==> config.mk <==
export PLATFORM = sky130hd
export DESIGN_NAME = exwb_arbiter_flat
export DESIGN_NICKNAME = d
export VERILOG_FILES = /design/src/rtl/exwb_pkg.sv /design/src/rtl/exwb_if.sv /design/src/rtl/wb_fifo.sv /design/src/rtl/exwb_arbiter.sv /design/src/flat_wrapper.sv
export SDC_FILE = /design/constraint.sdc
export NUM_CORES = 1
export LEC_CHECK = 0
export BUFFER_PORTS_ARGS = -buffer_cell sky130_fd_sc_hd__buf_2
export CAP_MARGIN = 30
export CORE_MARGIN = 2
export CORE_UTILIZATION = 50
export DETAILED_ROUTE_END_ITERATION = 8
export PLACE_DENSITY = 0.69
export SETUP_SLACK_MARGIN = 0.2
export SYNTH_ARGS = -nofsm -noshare
export SYNTH_HDL_FRONTEND = slang
export SYNTH_SLANG_ARGS = --single-unit
==> constraint.sdc <==
create_clock -name clk -period 10.15 [get_ports clk]
set_input_delay 0.5075 -clock clk [delete_from_list [all_inputs] [get_ports clk]]
set_output_delay 0.5075 -clock clk [all_outputs]
set_load 0.02 [all_outputs]
==> src/rtl/exwb_pkg.sv <==
// Shared types for the execute-to-writeback arbiter.
// Entry layout, source ids and the round-robin successor helper.
package exwb_pkg;

    localparam int TAG_W  = 4;
    localparam int DATA_W = 32;
    localparam logic [TAG_W-1:0] TAG_INVALID = '1;

    typedef enum logic [1:0] {
        SRC_ALU = 2'd0,
        SRC_FWD = 2'd1,
        SRC_JMP = 2'd2
    } src_e;

    typedef struct packed {
        logic [TAG_W-1:0]  tag;
        logic [DATA_W-1:0] value;
        logic              is_jump;
        logic [DATA_W-1:0] next_pc;
    } wb_entry_t;

    localparam wb_entry_t WB_IDLE = '{
        tag:     TAG_INVALID,
        value:   '0,
        is_jump: 1'b0,
        next_pc: '0
    };

    function automatic src_e next_src(src_e s);
        unique case (s)
            SRC_ALU: return SRC_FWD;
            SRC_FWD: return SRC_JMP;
            default: return SRC_ALU;
        endcase
    endfunction

endpackage

==> src/rtl/exwb_if.sv <==
// Execute-side results, stall feedback and writeback bus.
// master drives results/flush; slave is the arbiter.
interface exwb_if;
    import exwb_pkg::*;

    logic              flush;
    logic [TAG_W-1:0]  alu_target;
    logic [DATA_W-1:0] alu_result;
    logic [TAG_W-1:0]  fwd_target;
    logic [DATA_W-1:0] fwd_result;
    logic [TAG_W-1:0]  jmp_target;
    logic [DATA_W-1:0] jmp_ori_pc;
    logic [DATA_W-1:0] jmp_next_pc;

    logic              alu_stall;
    logic              fwd_stall;
    logic              jmp_stall;
    logic              wb_valid;
    logic [TAG_W-1:0]  wb_tag;
    logic [DATA_W-1:0] wb_value;
    logic              wb_is_jump;
    logic [DATA_W-1:0] wb_next_pc;
    logic              overflow;

    modport master (
        output flush, alu_target, alu_result, fwd_target, fwd_result,
        output jmp_target, jmp_ori_pc, jmp_next_pc,
        input  alu_stall, fwd_stall, jmp_stall, wb_valid, wb_tag,
        input  wb_value, wb_is_jump, wb_next_pc, overflow
    );

    modport slave (
        input  flush, alu_target, alu_result, fwd_target, fwd_result,
        input  jmp_target, jmp_ori_pc, jmp_next_pc,
        output alu_stall, fwd_stall, jmp_stall, wb_valid, wb_tag,
        output wb_value, wb_is_jump, wb_next_pc, overflow
    );

endinterface

==> src/rtl/wb_fifo.sv <==
// Small synchronous FIFO; a push at full is accepted only
// when a pop frees a slot in the same cycle, else it drops.
module wb_fifo #(
    parameter int W     = 8,
    parameter int DEPTH = 4
) (
    input  logic                     clk,
    input  logic                     rst,
    input  logic                     flush,
    input  logic                     push,
    input  logic                     pop,
    input  logic [W-1:0]             din,
    output logic [W-1:0]             dout,
    output logic [$clog2(DEPTH):0]   count,
    output logic                     empty,
    output logic                     full,
    output logic                     drop
);

    localparam int AW = $clog2(DEPTH);

    logic [W-1:0]  mem [DEPTH];
    logic [AW-1:0] wptr;
    logic [AW-1:0] rptr;
    logic          wr;
    logic          rd;

    assign empty = (count == '0);
    assign full  = (count == (AW+1)'(DEPTH));
    assign rd    = pop && !empty;
    assign wr    = push && (!full || rd);
    assign drop  = push && full && !rd;
    assign dout  = mem[rptr];

    always_ff @(posedge clk) begin
        if (wr) begin
            mem[wptr] <= din;
        end
    end

    always_ff @(posedge clk) begin
        if (rst || flush) begin
            wptr  <= '0;
            rptr  <= '0;
            count <= '0;
        end else begin
            if (wr) begin
                wptr <= wptr + AW'(1);
            end
            if (rd) begin
                rptr <= rptr + AW'(1);
            end
            count <= count + (AW+1)'(wr) - (AW+1)'(rd);
        end
    end

endmodule

==> src/rtl/exwb_arbiter.sv <==
// Writeback stage: per-source FIFOs, round-robin pick,
// registered writeback bus snooped by ROB and RS.
module exwb_arbiter
    import exwb_pkg::*;
#(
    parameter int DEPTH = 4
) (
    input  logic   clk,
    input  logic   rst,
    exwb_if.slave  bus
);

    localparam int CW = $clog2(DEPTH) + 1;
    localparam int EW = $bits(wb_entry_t);

    wb_entry_t   in_e [3];
    wb_entry_t   head [3];
    logic [CW-1:0] cnt [3];
    logic [2:0]  push;
    logic [2:0]  pop;
    logic [2:0]  empty;
    logic [2:0]  full;
    logic [2:0]  drop;

    src_e        ptr;
    src_e        ptr_nxt;
    src_e        win;
    src_e        s;
    logic        found;
    logic        valid_q;
    wb_entry_t   wb_q;
    logic        ovf_q;

    always_comb begin
        in_e[0] = '{tag: bus.alu_target, value: bus.alu_result,
                    is_jump: 1'b0, next_pc: '0};
        in_e[1] = '{tag: bus.fwd_target, value: bus.fwd_result,
                    is_jump: 1'b0, next_pc: '0};
        // Jumps write back the link value, not the raw PC
        in_e[2] = '{tag: bus.jmp_target,
                    value: bus.jmp_ori_pc + DATA_W'(4),
                    is_jump: 1'b1, next_pc: bus.jmp_next_pc};
        push[0] = (bus.alu_target != TAG_INVALID);
        push[1] = (bus.fwd_target != TAG_INVALID);
        push[2] = (bus.jmp_target != TAG_INVALID);
    end

    for (genvar g = 0; g < 3; g++) begin : g_fifo
        wb_fifo #(.W(EW), .DEPTH(DEPTH)) u_fifo (
            .clk   (clk),
            .rst   (rst),
            .flush (bus.flush),
            .push  (push[g]),
            .pop   (pop[g]),
            .din   (in_e[g]),
            .dout  (head[g]),
            .count (cnt[g]),
            .empty (empty[g]),
            .full  (full[g]),
            .drop  (drop[g])
        );
    end

    assign bus.alu_stall = (cnt[0] >= CW'(DEPTH - 1));
    assign bus.fwd_stall = (cnt[1] >= CW'(DEPTH - 1));
    assign bus.jmp_stall = (cnt[2] >= CW'(DEPTH - 1));

    always_comb begin
        found   = 1'b0;
        win     = ptr;
        s       = ptr;
        pop     = '0;
        for (int i = 0; i < 3; i++) begin
            if (!found && !empty[s]) begin
                found = 1'b1;
                win   = s;
            end
            s = next_src(s);
        end
        if (found) begin
            pop[win] = 1'b1;
        end
        ptr_nxt = found ? next_src(win) : ptr;
    end

    always_ff @(posedge clk) begin
        if (rst) begin
            ptr     <= SRC_ALU;
            valid_q <= 1'b0;
            wb_q    <= WB_IDLE;
            ovf_q   <= 1'b0;
        end else if (bus.flush) begin
            ptr     <= SRC_ALU;
            valid_q <= 1'b0;
            wb_q    <= WB_IDLE;
        end else begin
            ptr     <= ptr_nxt;
            valid_q <= found;
            wb_q    <= found ? head[win] : WB_IDLE;
            if (|drop) begin
                ovf_q <= 1'b1;
            end
        end
    end

    assign bus.wb_valid   = valid_q;
    assign bus.wb_tag     = wb_q.tag;
    assign bus.wb_value   = wb_q.value;
    assign bus.wb_is_jump = wb_q.is_jump;
    assign bus.wb_next_pc = wb_q.next_pc;
    assign bus.overflow   = ovf_q;

endmodule

==> src/flat_wrapper.sv <==
// flat-port wrapper written by rule: the top's interface ports become plain ports
module exwb_arbiter_flat import exwb_pkg::*;
#(
    parameter int DEPTH = 4
)
  (clk, rst, bus_flush, bus_alu_target, bus_alu_result, bus_fwd_target, bus_fwd_result, bus_jmp_target, bus_jmp_ori_pc, bus_jmp_next_pc, bus_alu_stall, bus_fwd_stall, bus_jmp_stall, bus_wb_valid, bus_wb_tag, bus_wb_value, bus_wb_is_jump, bus_wb_next_pc, bus_overflow);
  exwb_if bus_i ();
  input  logic clk;
  input  logic rst;
  input wire logic [$bits(bus_i.flush)-1:0] bus_flush;
  input wire logic [$bits(bus_i.alu_target)-1:0] bus_alu_target;
  input wire logic [$bits(bus_i.alu_result)-1:0] bus_alu_result;
  input wire logic [$bits(bus_i.fwd_target)-1:0] bus_fwd_target;
  input wire logic [$bits(bus_i.fwd_result)-1:0] bus_fwd_result;
  input wire logic [$bits(bus_i.jmp_target)-1:0] bus_jmp_target;
  input wire logic [$bits(bus_i.jmp_ori_pc)-1:0] bus_jmp_ori_pc;
  input wire logic [$bits(bus_i.jmp_next_pc)-1:0] bus_jmp_next_pc;
  output wire logic [$bits(bus_i.alu_stall)-1:0] bus_alu_stall;
  output wire logic [$bits(bus_i.fwd_stall)-1:0] bus_fwd_stall;
  output wire logic [$bits(bus_i.jmp_stall)-1:0] bus_jmp_stall;
  output wire logic [$bits(bus_i.wb_valid)-1:0] bus_wb_valid;
  output wire logic [$bits(bus_i.wb_tag)-1:0] bus_wb_tag;
  output wire logic [$bits(bus_i.wb_value)-1:0] bus_wb_value;
  output wire logic [$bits(bus_i.wb_is_jump)-1:0] bus_wb_is_jump;
  output wire logic [$bits(bus_i.wb_next_pc)-1:0] bus_wb_next_pc;
  output wire logic [$bits(bus_i.overflow)-1:0] bus_overflow;
  assign bus_i.flush = bus_flush;
  assign bus_i.alu_target = bus_alu_target;
  assign bus_i.alu_result = bus_alu_result;
  assign bus_i.fwd_target = bus_fwd_target;
  assign bus_i.fwd_result = bus_fwd_result;
  assign bus_i.jmp_target = bus_jmp_target;
  assign bus_i.jmp_ori_pc = bus_jmp_ori_pc;
  assign bus_i.jmp_next_pc = bus_jmp_next_pc;
  assign bus_alu_stall = bus_i.alu_stall;
  assign bus_fwd_stall = bus_i.fwd_stall;
  assign bus_jmp_stall = bus_i.jmp_stall;
  assign bus_wb_valid = bus_i.wb_valid;
  assign bus_wb_tag = bus_i.wb_tag;
  assign bus_wb_value = bus_i.wb_value;
  assign bus_wb_is_jump = bus_i.wb_is_jump;
  assign bus_wb_next_pc = bus_i.wb_next_pc;
  assign bus_overflow = bus_i.overflow;
  exwb_arbiter #(.DEPTH(DEPTH)) u_core (.clk(clk), .rst(rst), .bus(bus_i));
endmodule
==> reports/qor.log, run 1 <==
INFO  critical_path  critical_path.cell_chain=nor3_1 > o211a_2 > ha_1 > inv_1 > ha_1 > fa_1 > and2_1
INFO  clocking       ctsHtreeMaxLevel=3
INFO  critical_path  worstPathArrival=3.61ns
INFO  detailed_routing initialDrtViolationCount=1002
INFO  timing         final-hold-violation-count=0
INFO  synth          yosys.cell_count.top_type=sky130_fd_sc_hd__edfxtp_1
INFO  die            initial_core_util=50.6%
INFO  cells_and_area share_of_cells_above_drive_strength_1=32.8%
INFO  timing         finalSetupTns=0ns
INFO  global_routing grt-ovfl-total=0
INFO  clocking       tritoncts=built
INFO  die            number_of_ports_placed_on_the_die_boundary=217
INFO  synth          synthArstFlopShare=0%
INFO  die            fp.dieW=226um
INFO  clocking       insertion_delay=0.60ns
INFO  synth          post_synth_main_area_contributors=sky130_fd_sc_hd__edfxtp_1 68%, sky130_fd_sc_hd__mux4_2 13%, sky130_fd_sc_hd__dfxtp_1 8.1%
INFO  critical_path  timing.critical_path.to_type=register
INFO  timing         final.setup_skew=0.0317ns
INFO  critical_path  critPathCapture=u_core.g_fifo[1].u_fifo.count[1]
INFO  clocking       cts.repair.resized=0
INFO  die            core.rowCount=81
INFO  clocking       cts-buffers-inserted=68
INFO  power_and_ir_drop power_report.internal_total=4.67mW
INFO  clocking       cts_setup_buffers=0
INFO  cells_and_area layout.area.seq=0.0188mm2
INFO  synth          flip_flop_and_latch_count_after_synthesis=660
INFO  synth          synth_top_area_share=68.0%
INFO  timing         maxSlewHeadroom=35.9%
INFO  power_and_ir_drop power.static_leakage=10.1nW
INFO  power_and_ir_drop power.share.sequential=52.4%
INFO  detailed_routing detail_route.vias_per_cell=5.58
INFO  cells_and_area num-nets-final=1634
INFO  critical_path  critical_path_peak_fanout=35
INFO  cells_and_area filler_cell_count=3617
INFO  timing         period_needed=3.12ns
INFO  timing         rsz0062_at_grt=false
INFO  critical_path  critPathRequiredTime=10.64ns
INFO  timing         maximum_operating_frequency=320MHz
INFO  placed_design  number_of_i_o_port_buffers=216
INFO  outcome        run_status=complete, no violations
INFO  synth          synth_seq_area_share=76.1%
INFO  synth          post_synth_num_cell_types=50
INFO  synth          post_synth_xor_area_fraction=1.35%
INFO  critical_path  crit_path_start_kind=register
INFO  clocking       clockBufferDepth=3
INFO  clocking       ctsHoldBuffers=0
INFO  critical_path  worst_path_most_repeated_cell=sky130_fd_sc_hd__ha_1
INFO  global_routing wire_length_of_the_first_global_routing_pass=76000um
INFO  synth          synth_commonest_cells=560 x sky130_fd_sc_hd__edfxtp_1, 140 x sky130_fd_sc_hd__mux4_2, 100 x sky130_fd_sc_hd__dfxtp_1
INFO  power_and_ir_drop power.share.combinational=8.6%
INFO  critical_path  critPathMaxStageDelay=0.78ns
INFO  detailed_routing route.detailed.wl_per_inst=23.3um
INFO  global_routing grt_max_degree=73
INFO  flow_run       drv.max_cap_violation_count=0
INFO  critical_path  setup.worst_path.start=u_core.g_fifo[0].u_fifo.count[0]
INFO  power_and_ir_drop power_switching=1.35mW
INFO  detailed_routing dr_total_vias=12200
INFO  synth          synthesis.area=0.0247mm2
INFO  worst_hold_path hold_path.class=in2reg
INFO  critical_path  timing.reg2reg.worst_path_depth=7
INFO  critical_path  timing.critical_path.slowest_stage_cell=sky130_fd_sc_hd__nor3_1
INFO  detailed_routing drt.antenna.violating_nets=0
INFO  global_routing grt_util_all_layers=20.4%
INFO  timing         max_slew_violation_total_from_the_final_report=0
INFO  synth          synthesis.yosys.warnings=0
INFO  worst_hold_path hold_path_origin=bus_alu_result[31]
INFO  synth          yosys.area_share.simple=4.36%
INFO  die            floorplan_die_height=226um
INFO  timing         setup-violations-final=0
INFO  placed_design  dp.final_hpwl=31900um
INFO  cells_and_area multiInputGateArea=0.00556mm2
INFO  clocking       clock-root-buffer=sky130_fd_sc_hd__clkbuf_16
INFO  clocking       clk_pin_slew_worst_setup_hold_paths=0.06ns
INFO  critical_path  reg2reg_from=u_core.g_fifo[0].u_fifo.count[0]
INFO  cells_and_area postLayoutCoreUtil=58.8%
INFO  critical_path  timing.rr.end=u_core.g_fifo[1].u_fifo.count[1]
INFO  power_and_ir_drop vdd_ir_drop_max=0.000157V
INFO  power_and_ir_drop clockPowerShare=39.0%
INFO  global_routing grt_antenna_before_repair=14
INFO  synth          synth-edff-count=560
INFO  timing         fin_crit_sh=30.8%
INFO  synth          synth_fp_nets=1385
INFO  global_routing first_global_vias=12400
INFO  synth          synth_flop_type=sky130_fd_sc_hd__edfxtp_1
INFO  die            design.core.area=0.0488mm2
INFO  synth          synthesis.instances=1217
INFO  synth          yosys.area.top_type=sky130_fd_sc_hd__edfxtp_1
INFO  synth          area_fraction_in_compound_gates_after_synthesis=2.53%
INFO  power_and_ir_drop p_sw_share=22.4%
INFO  synth          synth_top_family_by_area=multiplexers
INFO  power_and_ir_drop power_dens_cells=209mW/mm2
INFO  clocking       cts_sinks=660
INFO  die            dieArea=0.0513mm2
INFO  synth          syn-mean-instance-area=20.3um2
INFO  cells_and_area syn2layout_area_growth=16.2%
INFO  detailed_routing detail_route.drc_violations=0
INFO  detailed_routing firstDrtPassIters=5
INFO  detailed_routing routed_wirelength=51000um
INFO  critical_path  register_to_register_setup_slack=7.03ns
INFO  placed_design  place_congestion=0.806
INFO  synth          synth_fa_ha_area_share=1.36%
INFO  critical_path  worstSetupPathType=reg2reg
INFO  timing         max_slew.worst_pin.slew=0.953ns
INFO  synth          post_synth_mux_area_share=12.7%
per-stage QoR:
step | setup WS, ns | hold WS (ns) | cell area (um2) | power, mW | instances
finish | 7.03 | 0.129 | 28700 | 6.02 | 2189
global route | 6.82 | 0.113 | 28700 | 6.23 | 2186
CTS | 7.05 | 0.0939 | 28700 | 6.09 | 2184
detailed placement | 7.08 | 0.512 | 26600 | 3.74 | 2060
global placement | 7.17 | 0.498 | 26600 | 3.72 | 2059
floorplan | 6.79 | 0.484 | 24700 | 3.53 | 1217
cell families (layout without fill, tap and decap cells):
logic type                 after synthesis  count (layout)
buffers and inverters                   90             393
other                                    0               5
DFF                                    660             660
xor gates and xnor gates                38              38
and+or+nand+nor                        192             192
AOI/OAI and AO/OA                       72              72
adders and majority gates               25              25
muxes                                  140             140
flip-flops by register name, summed over array words and instances, names as in the netlist, named ones only:
name and count:
u_core.g_fifo.u_fifo.mem 560, u_core.bus.wb_next_pc 32, u_core.bus.wb_value 32, u_core.g_fifo.u_fifo.count 9, u_core.g_fifo.u_fifo.rptr 6, u_core.g_fifo.u_fifo.wptr 6
u_core.bus.wb_tag 4, u_core.ptr 2, u_core.bus.overflow 1, u_core.bus.wb_is_jump 1, u_core.bus.wb_valid 1
worst max-delay path, delay by kind of cell, from the launching register on:
family | cells | cell delay [ns]
adder cells (fa/ha/maj) | 3 | 0.92
buffers and inverters | 1 | 0.05
AO/OA/AOI/OAI | 1 | 0.76
flip-flops | 1 | 0.35
AND/OR/NAND/NOR | 2 | 0.92
power by group through the flow:
stage / clock, mW / sequential [mW] / combinational, mW
2_1_floorplan: 0 / 3.21 / 0.315
3_3_place_gp: 0 / 3.20 / 0.513
3_5_place_dp: 0 / 3.21 / 0.526
4_1_cts: 2.40 / 3.15 / 0.528
5_1_grt: 2.51 / 3.16 / 0.561
6_report: 2.35 / 3.15 / 0.516
cell type report:
cell class	count	share of cell area, %
well taps	664	2.89
inverters	29	0.379
multi-input cells	467	19.3
repair buffers	240	4.46
clock buffers	97	6.58
flip-flops and latches	660	65.5
diodes	5	0.0435
clock inverters	27	0.779
worst min-delay path by stage:
stage / end / slack (ns) / depth (start not counted)
2_1_floorplan: u_core.g_fifo[0].u_fifo.wptr[0] / 0.48 / 2
3_3_place_gp: register / 0.50 / 2
3_5_place_dp: u_core.g_fifo[1].u_fifo.rptr[1] / 0.51 / 2
4_1_cts: u_core.g_fifo[2].u_fifo.mem[3][23] / 0.09 / 1
5_1_grt: u_core.g_fifo[0].u_fifo.mem[3][24] / 0.11 / 1
6_report: u_core.g_fifo[0].u_fifo.mem[3][31] / 0.13 / 1
cell usage in the layout (no fill, tap or decap), types with 6 or more instances in the layout:
cell type	Yosys	final
sky130_fd_sc_hd__a21oi_1	7	7
sky130_fd_sc_hd__a221o_1	32	32
sky130_fd_sc_hd__and2_1	11	11
sky130_fd_sc_hd__and3_1	77	69
sky130_fd_sc_hd__buf_2	15	216
sky130_fd_sc_hd__buf_4	1	23
sky130_fd_sc_hd__clkbuf_1	40	22
sky130_fd_sc_hd__clkbuf_16	0	69
sky130_fd_sc_hd__clkbuf_8	0	6
sky130_fd_sc_hd__clkinv_2	0	15
sky130_fd_sc_hd__dfxtp_1	100	96
sky130_fd_sc_hd__edfxtp_1	560	560
sky130_fd_sc_hd__ha_1	22	22
sky130_fd_sc_hd__inv_1	29	29
sky130_fd_sc_hd__mux4_2	140	140
sky130_fd_sc_hd__nand2_1	16	16
sky130_fd_sc_hd__nand2b_1	8	8
sky130_fd_sc_hd__nand3_1	20	20
sky130_fd_sc_hd__nand4_1	12	12
sky130_fd_sc_hd__nor2_1	28	26
sky130_fd_sc_hd__o21ai_0	8	8
sky130_fd_sc_hd__xnor2_1	27	27
sky130_fd_sc_hd__xor2_1	11	11
routing by layer:
layer	up-vias	share of wire [%]	global-route usage (%)
met5	-	0.23	0
met2	345	52	34.5
met3	87	6.0	4.55
met1	6285	40	26.2
li1	5482	-	-
met4	18	2.0	6.73
Note: power is estimated with default switching activity, not from simulation.
==> run 2: changes to the inputs <==
--- a/config.mk
+++ b/config.mk
@@ -10,7 +10,7 @@
 export CORE_MARGIN = 2
 export CORE_UTILIZATION = 50
 export DETAILED_ROUTE_END_ITERATION = 8
-export PLACE_DENSITY = 0.69
+export PLACE_DENSITY = 0.71
 export SETUP_SLACK_MARGIN = 0.2
 export SYNTH_ARGS = -nofsm -noshare
 export SYNTH_HDL_FRONTEND = slang
==> constraint.sdc (replaced) <==
create_clock -name clk -period 2.79 [get_ports clk]
set_input_delay 0.1395 -clock clk [delete_from_list [all_inputs] [get_ports clk]]
set_output_delay 0.1395 -clock clk [all_outputs]
set_load 0.02 [all_outputs]
==> reports/qor.log, run 2 (synthesized netlist as in run 1, its figures left out) <==
INFO  outcome        run_status=complete, no violations
INFO  timing         final.setup_skew=0.0243ns [-0.00734 ns]
INFO  critical_path  timing.critical_path.slowest_stage_cell=sky130_fd_sc_hd__fa_1
INFO  worst_hold_path worstHoldEndpoint=u_core.g_fifo[2].u_fifo.mem[0][54]
INFO  critical_path  timing.rr.end=u_core.g_fifo[1].u_fifo.count[2]
INFO  detailed_routing drt.antenna.violating_nets=0 [unchanged]
INFO  placed_design  dp.final_hpwl=33200um [+4.2%]
INFO  detailed_routing routed_wirelength=54200um [+6.2%]
INFO  die            initial_core_util=50.6% [unchanged]
INFO  clocking       clock-root-buffer=sky130_fd_sc_hd__clkbuf_16
INFO  global_routing first_global_vias=13600 [+9.1%]
INFO  clocking       ctsHtreeMaxLevel=3 [unchanged]
INFO  critical_path  reg2reg_from=u_core.g_fifo[2].u_fifo.count[2]
INFO  detailed_routing detail_route.vias_per_cell=5.57 [-0.15%]
INFO  die            floorplan_die_height=226um [unchanged]
INFO  cells_and_area largest_register_ff_count=560 [unchanged]
INFO  die            dieArea=0.0513mm2 [unchanged]
INFO  critical_path  critical_path.cell_chain=o41ai_2 > buf_4 > o21ai_1 > a31oi_2 > inv_1 > ha_1 > inv_1 > ha_1 > fa_1 > xnor2_1 > nor2_1
INFO  critical_path  timing.critical_path.to_type=register
INFO  critical_path  register_to_register_setup_slack=0.29ns [-6.74 ns]
INFO  timing         maxSlewHeadroom=51.4% [+15 points]
INFO  timing         setup_ws=0.287ns [-6.74 ns]
INFO  clocking       tritoncts=built
INFO  clocking       clk_pin_slew_worst_setup_hold_paths=0.06ns [about the same]
INFO  global_routing grt_antenna_before_repair=5 [-9]
INFO  cells_and_area multiInputGateArea=0.00560mm2 [+0.68%]
INFO  detailed_routing detail_route.drc_violations=0 [unchanged]
INFO  timing         maximum_operating_frequency=400MHz [+25%]
INFO  die            design.core.area=0.0488mm2 [unchanged]
INFO  placed_design  place_congestion=0.819 [+1.7%]
INFO  timing         fin_crit_sh=89.7% [+59 points]
INFO  cells_and_area num-nets-final=1800 [+10%]
INFO  timing         final-hold-violation-count=0 [unchanged]
INFO  critical_path  crit_path_start_kind=register
INFO  placed_design  post-place-ws=0.138ns [-6.94 ns]
INFO  cells_and_area layout_commonest_cell=sky130_fd_sc_hd__edfxtp_1
INFO  cells_and_area layout.area.seq=0.0188mm2 [about the same]
INFO  timing         max_slew_violation_total_from_the_final_report=0 [unchanged]
INFO  cells_and_area syn2layout_area_growth=24.9%
INFO  critical_path  critPathMaxStageDelay=0.37ns [-0.41 ns]
INFO  detailed_routing firstDrtPassIters=5 [unchanged]
INFO  clocking       insertion_delay=0.61ns [about the same]
INFO  critical_path  critPathTopFamily=adder cells
INFO  global_routing grt_max_degree=40 [-45%]
INFO  timing         finalSetupTns=0ns [unchanged]
INFO  worst_hold_path hold_path_origin=bus_jmp_ori_pc[22]
INFO  worst_hold_path min_path_cells=3 [+2]
INFO  detailed_routing dr_total_vias=13100 [+7.4%]
INFO  global_routing wire_length_of_the_first_global_routing_pass=80800um [+6.4%]
INFO  critical_path  worstSetupPathType=reg2reg
INFO  die            fp.dieW=226um [unchanged]
INFO  detailed_routing initialDrtViolationCount=1155 [+15%]
INFO  power_and_ir_drop power_dens_cells=748mW/mm2 [+260%]
INFO  die            number_of_ports_placed_on_the_die_boundary=217 [unchanged]
INFO  power_and_ir_drop vdd_ir_drop_max=0.000530V [+240%]
INFO  clocking       clockBufferDepth=3 [unchanged]
INFO  timing         setup-violations-final=0 [unchanged]
INFO  global_routing grt_util_all_layers=21.5% [+1.2 points]
INFO  cells_and_area register_bank_with_the_most_flops=u_core.g_fifo.u_fifo.mem
INFO  critical_path  setup.worst_path.start=u_core.g_fifo[2].u_fifo.count[2]
INFO  flow_run       drv.max_cap_violation_count=0 [unchanged]
INFO  critical_path  worstPathBufferInverterCount=3 [+2]
INFO  critical_path  timing.reg2reg.worst_path_depth=11 [+4]
INFO  die            core.rowCount=81 [unchanged]
INFO  cells_and_area most-common-layout-cells=560 x sky130_fd_sc_hd__edfxtp_1, 216 x sky130_fd_sc_hd__buf_2, 141 x sky130_fd_sc_hd__dlygate4sd3_1, 140 x sky130_fd_sc_hd__mux4_2, 94 x sky130_fd_sc_hd__dfxtp_1
INFO  placed_design  number_of_i_o_port_buffers=216 [unchanged]
INFO  timing         max_slew.worst_pin.slew=0.729ns [-0.224 ns]
INFO  critical_path  critical_path_peak_fanout=6 [-83%]
INFO  timing         rsz0062_at_grt=true
INFO  worst_hold_path hold_path.class=in2reg
INFO  critical_path  worstPathArrival=2.98ns [-0.63 ns]
INFO  clocking       cts_sinks=660 [unchanged]
INFO  cells_and_area filler_cell_count=3382 [-6.5%]
INFO  clocking       cts-buffers-inserted=68 [unchanged]
INFO  power_and_ir_drop power.static_leakage=11.0nW [+8.9%]
INFO  detailed_routing route.detailed.wl_per_inst=23.0um [-1.2%]
INFO  cells_and_area share_of_cells_above_drive_strength_1=32.2% [-0.60 points]
INFO  critical_path  critPathRequiredTime=3.26ns [-7.38 ns]
INFO  global_routing grt-ovfl-total=0 [unchanged]
INFO  timing         period_needed=2.50ns [-0.620 ns]
run 2: what timing repair did:
action | 4_1_cts | 5_1_grt
endpoints found under the hold margin | 557 | 0
pin swaps | 0 | 3
hold buffers | 141 | 0
gates resized for setup | 2 | 5
endpoints found under the setup margin | 3 | 6
buffers inserted | 0 | 1
run 2: area by class of cell:
| cell class | instances | share of cell area, % |
|---|---|---|
| clock buffers | 88 | 6.09 |
| diodes | 5 | 0.0405 |
| clock inverters | 35 | 1.51 |
| flip-flops and latches | 660 | 61.0 |
| multi-input cells | 467 | 18.1 |
| inverters | 29 | 0.352 |
| well taps | 664 | 2.69 |
| repair buffers | 406 | 10.2 |
run 2: metrics by stage:
stage,instance area (um2),power [mW],hold slack (ns),utilization [%],cells
after floorplan,24800,12.8,0.212,-,1217
after global placement,27100,13.6,0.348,55.4,2084
after detailed placement,27100,13.7,0.354,55.4,2084
after CTS,30900,23.3,0.0728,63.2,2348
after global routing,30900,23.8,0.114,63.2,2351
final,30900,23.1,0.106,63.2,2354
run 2: worst max path at each step:
stage | endpoint | cells past startpoint
3_3_place_gp | u_core.g_fifo[0].u_fifo.count[2] | 12
5_1_grt | u_core.g_fifo[1].u_fifo.count[2] | 11
2_1_floorplan | u_core.g_fifo[1].u_fifo.count[2] | 10
4_1_cts | u_core.g_fifo[0].u_fifo.count[2] | 12
6_report | u_core.g_fifo[1].u_fifo.count[2] | 11
3_5_place_dp | u_core.g_fifo[0].u_fifo.count[2] | 12
run 2: worst register-to-register path: cells and delay by family, from the launching register on:
| family | cells | cell delay [ns] |
|---|---|---|
| xor+xnor | 1 | 0.17 |
| compound gates | 3 | 0.67 |
| fa+ha+maj | 3 | 0.82 |
| flops | 1 | 0.35 |
| simple gates | 1 | 0.05 |
| buf+inv | 3 | 0.30 |
run 2: report_power, final:
part | internal [mW] | switching (mW) | leakage [nW] | total, mW
registers | 11.3 | 0.212 | 6.06 | 11.5
logic | 1.02 | 1.17 | 3.81 | 2.20
clock network | 5.73 | 3.72 | 1.15 | 9.45
run 2: per-layer routing:
metal | share of wire [%] | global-route usage [%]
met1 | 40 | 28.4
met2 | 51 | 35.9
met3 | 6.2 | 3.98
met4 | 2.7 | 8.30
met5 | 0.039 | 0
==> run 3: changes to the inputs <==
--- a/config.mk
+++ b/config.mk
@@ -10,8 +10,9 @@
 export CORE_MARGIN = 2
 export CORE_UTILIZATION = 50
 export DETAILED_ROUTE_END_ITERATION = 8
-export PLACE_DENSITY = 0.71
+export PLACE_DENSITY = 0.7
 export SETUP_SLACK_MARGIN = 0.2
 export SYNTH_ARGS = -nofsm -noshare
 export SYNTH_HDL_FRONTEND = slang
+export SYNTH_HIERARCHICAL = 1
 export SYNTH_SLANG_ARGS = --single-unit
==> reports/qor.log, run 3 <==
INFO  detailed_routing routed_wirelength=78500um [+45%]
INFO  critical_path  crit_path_start_kind=register
INFO  detailed_routing detail_route.vias_per_cell=5.34 [-4.2%]
INFO  clocking       insertion_delay=0.63ns [+0.02 ns]
INFO  detailed_routing route.detailed.wl_per_inst=22.8um [-0.76%]
INFO  cells_and_area share_of_cells_above_drive_strength_1=27.9% [-4.2 points]
INFO  power_and_ir_drop power_dens_cells=702mW/mm2 [-6.2%]
INFO  cells_and_area layout.area.seq=0.0269mm2 [+43%]
INFO  cells_and_area most-common-layout-cells=828 x sky130_fd_sc_hd__edfxtp_1, 268 x sky130_fd_sc_hd__conb_1, 216 x sky130_fd_sc_hd__buf_2, 193 x sky130_fd_sc_hd__mux4_2, 152 x sky130_fd_sc_hd__dlygate4sd3_1
INFO  synth          synthesis.yosys.warnings=6 [+6]
INFO  timing         final-hold-violation-count=0 [unchanged]
INFO  die            dieArea=0.0723mm2 [+41%]
INFO  clocking       cts_sinks=928 [+41%]
INFO  die            core.rowCount=97 [+20%]
INFO  critical_path  critical_path_peak_fanout=7 [+1]
INFO  timing         fin_crit_sh=95.9% [+6.1 points]
INFO  global_routing grt-ovfl-total=0 [unchanged]
INFO  global_routing first_global_vias=19500 [+44%]
INFO  critical_path  timing.critical_path.to_type=register
INFO  power_and_ir_drop power.static_leakage=15.3nW [+39%]
INFO  die            initial_core_util=50.3% [-0.38 points]
INFO  clocking       cts-buffers-inserted=91 [+34%]
INFO  synth          syn-mean-instance-area=20.9um2 [+2.8%]
INFO  clocking       clock-root-buffer=sky130_fd_sc_hd__clkbuf_16
INFO  cells_and_area num-nets-final=2575 [+43%]
INFO  clocking       clk_pin_slew_worst_setup_hold_paths=0.06ns [about the same]
INFO  critical_path  critical_path.cell_chain=nor3_1 > buf_4 > buf_4 > a21oi_4 > nor3b_2 > or4b_4 > nand3_4 > nand2_4 > ha_4 > fa_2 > xnor2_2 > xnor2_1 > nor3_1
INFO  cells_and_area multiInputGateArea=0.00893mm2 [+59%]
INFO  detailed_routing firstDrtPassIters=5 [unchanged]
INFO  timing         finalSetupTns=0ns [unchanged]
INFO  global_routing wire_length_of_the_first_global_routing_pass=117000um [+45%]
INFO  detailed_routing dr_total_vias=18300 [+40%]
INFO  cells_and_area postLayoutCoreUtil=62.5% [-0.69 points]
INFO  critical_path  timing.critical_path.slowest_stage_cell=sky130_fd_sc_hd__or4b_4
INFO  timing         period_needed=2.67ns [+0.171 ns]
INFO  die            floorplan_die_height=269um [+19%]
INFO  timing         rsz0062_at_grt=true
INFO  global_routing grt_antenna_before_repair=7 [+2]
INFO  die            number_of_ports_placed_on_the_die_boundary=217 [unchanged]
INFO  die            design.core.area=0.0698mm2 [+43%]
INFO  timing         setup-violations-final=0 [unchanged]
INFO  die            fp.dieW=269um [+19%]
INFO  clocking       ctsHtreeMaxLevel=3 [unchanged]
INFO  flow_run       drv.max_cap_violation_count=0 [unchanged]
INFO  outcome        run_status=complete, no violations
INFO  critical_path  critPathMaxStageDelay=0.51ns [+0.14 ns]
INFO  power_and_ir_drop finalPower=30.7mW [+33%]
INFO  critical_path  critPathRequiredTime=3.34ns [+0.08 ns]
INFO  critical_path  worstSetupPathType=reg2reg
INFO  global_routing grt_util_all_layers=22.2% [+0.63 points]
INFO  placed_design  post-place-cells=3097 [+49%]
INFO  clocking       tritoncts=built
INFO  critical_path  worstPathArrival=3.23ns [+0.25 ns]
INFO  timing         max_slew_violation_total_from_the_final_report=0 [unchanged]
INFO  cells_and_area fin_cells=3437 [+46%]
INFO  detailed_routing drt.antenna.violating_nets=0 [unchanged]
INFO  clocking       clockBufferDepth=3 [unchanged]
INFO  cells_and_area register_bank_with_the_most_flops=u_core/g_fifo.u_fifo/mem
INFO  placed_design  dp.final_hpwl=47900um [+44%]
INFO  placed_design  place_congestion=0.814 [-0.62%]
INFO  cells_and_area filler_cell_count=4845 [+43%]
INFO  synth          synthesis.instances=1678 [+38%]
INFO  timing         maximum_operating_frequency=374MHz [-6.4%]
INFO  detailed_routing initialDrtViolationCount=1469 [+27%]
INFO  cells_and_area syn2layout_area_growth=24.5%
INFO  global_routing grt_max_degree=55 [+38%]
INFO  worst_hold_path hold_path.class=in2reg
INFO  cells_and_area largest_register_ff_count=828 [+48%]
INFO  detailed_routing detail_route.drc_violations=0 [unchanged]
INFO  synth          synthesis.area=0.0351mm2 [+42%]
INFO  power_and_ir_drop vdd_ir_drop_max=0.000602V [+14%]
INFO  timing         maxSlewHeadroom=50.6% [-0.84 points]
INFO  timing         max_slew.worst_pin.slew=0.734ns [+0.00485 ns]
INFO  placed_design  number_of_i_o_port_buffers=216 [unchanged]
INFO  cells_and_area layout_commonest_cell=sky130_fd_sc_hd__edfxtp_1
INFO  timing         final.setup_skew=0.0161ns [-0.00823 ns]
## run 3: stage by stage
step,setup slack (ns),cell area (um2),hold slack [ns]
floorplan,-0.0201,36100,0.209
global placement,0.100,38900,0.351
detailed placement,0.0382,38900,0.357
CTS,0.157,43500,0.0955
global route,-0.00926,43600,0.236
finish,0.116,43600,0.257
## run 3: metal layers
layer	vias up	share of wire, %	GRT usage [%]
met5	-	0.051	0
met4	6	2.9	7.46
met3	159	5.9	3.81
met2	648	51	38.1
met1	9492	40	28.9
li1	8036	-	-
## run 3: critical path, delay by kind of cell, from the launching register on
family | cells | cell delay [ns]
AND/OR/NAND/NOR | 6 | 0.99
adder cells (fa/ha/maj) | 2 | 0.56
flip-flops | 1 | 0.33
XOR/XNOR | 2 | 0.26
AO/OA/AOI/OAI | 1 | 0.14
buffers and inverters | 2 | 0.30
## run 3: power by group
part           internal, mW  total (mW)  switching [mW]  leakage [nW]
Combinational          1.16        2.66            1.50          5.28
Sequential             15.9        16.1           0.194          8.57
Clock                  6.83        11.9            5.03          1.44
Total                  23.9        30.7            6.73          15.3
## run 3: final cells by class
cell class	count	share of cell area [%]
Tap cell	940	2.69
Multi-Input combinational cell	921	20.5
Clock inverter	39	0.777
Timing Repair Buffer	456	8.37
Inverter	15	0.129
Sequential cell	928	61.6
Clock buffer	132	5.92
Antenna cell	6	0.0344
## run 3: worst paths after layout
kind,cells past startpoint,slack [ns],start,to
min,2,0.26,bus_fwd_result[10],u_core/g_fifo[1].u_fifo/mem[0][43]
max reg2reg,13,0.12,u_core/g_fifo[1].u_fifo/count[1],u_core/g_fifo[2].u_fifo/count[2]
max,13,0.12,u_core/g_fifo[1].u_fifo/count[1],u_core/g_fifo[2].u_fifo/count[2]
min reg2reg,2,0.52,u_core/g_fifo[0].u_fifo/wptr[0],u_core/g_fifo[0].u_fifo/wptr[0]
## run 3: repair_timing
item | in CTS | in global routing
pin swaps | 5 | 12
setup buffers | 3 | 8
hold endpoints to repair | 578 | 2
endpoints found under the setup margin | 61 | 11
hold buffers | 152 | 1
resized for setup | 13 | 24
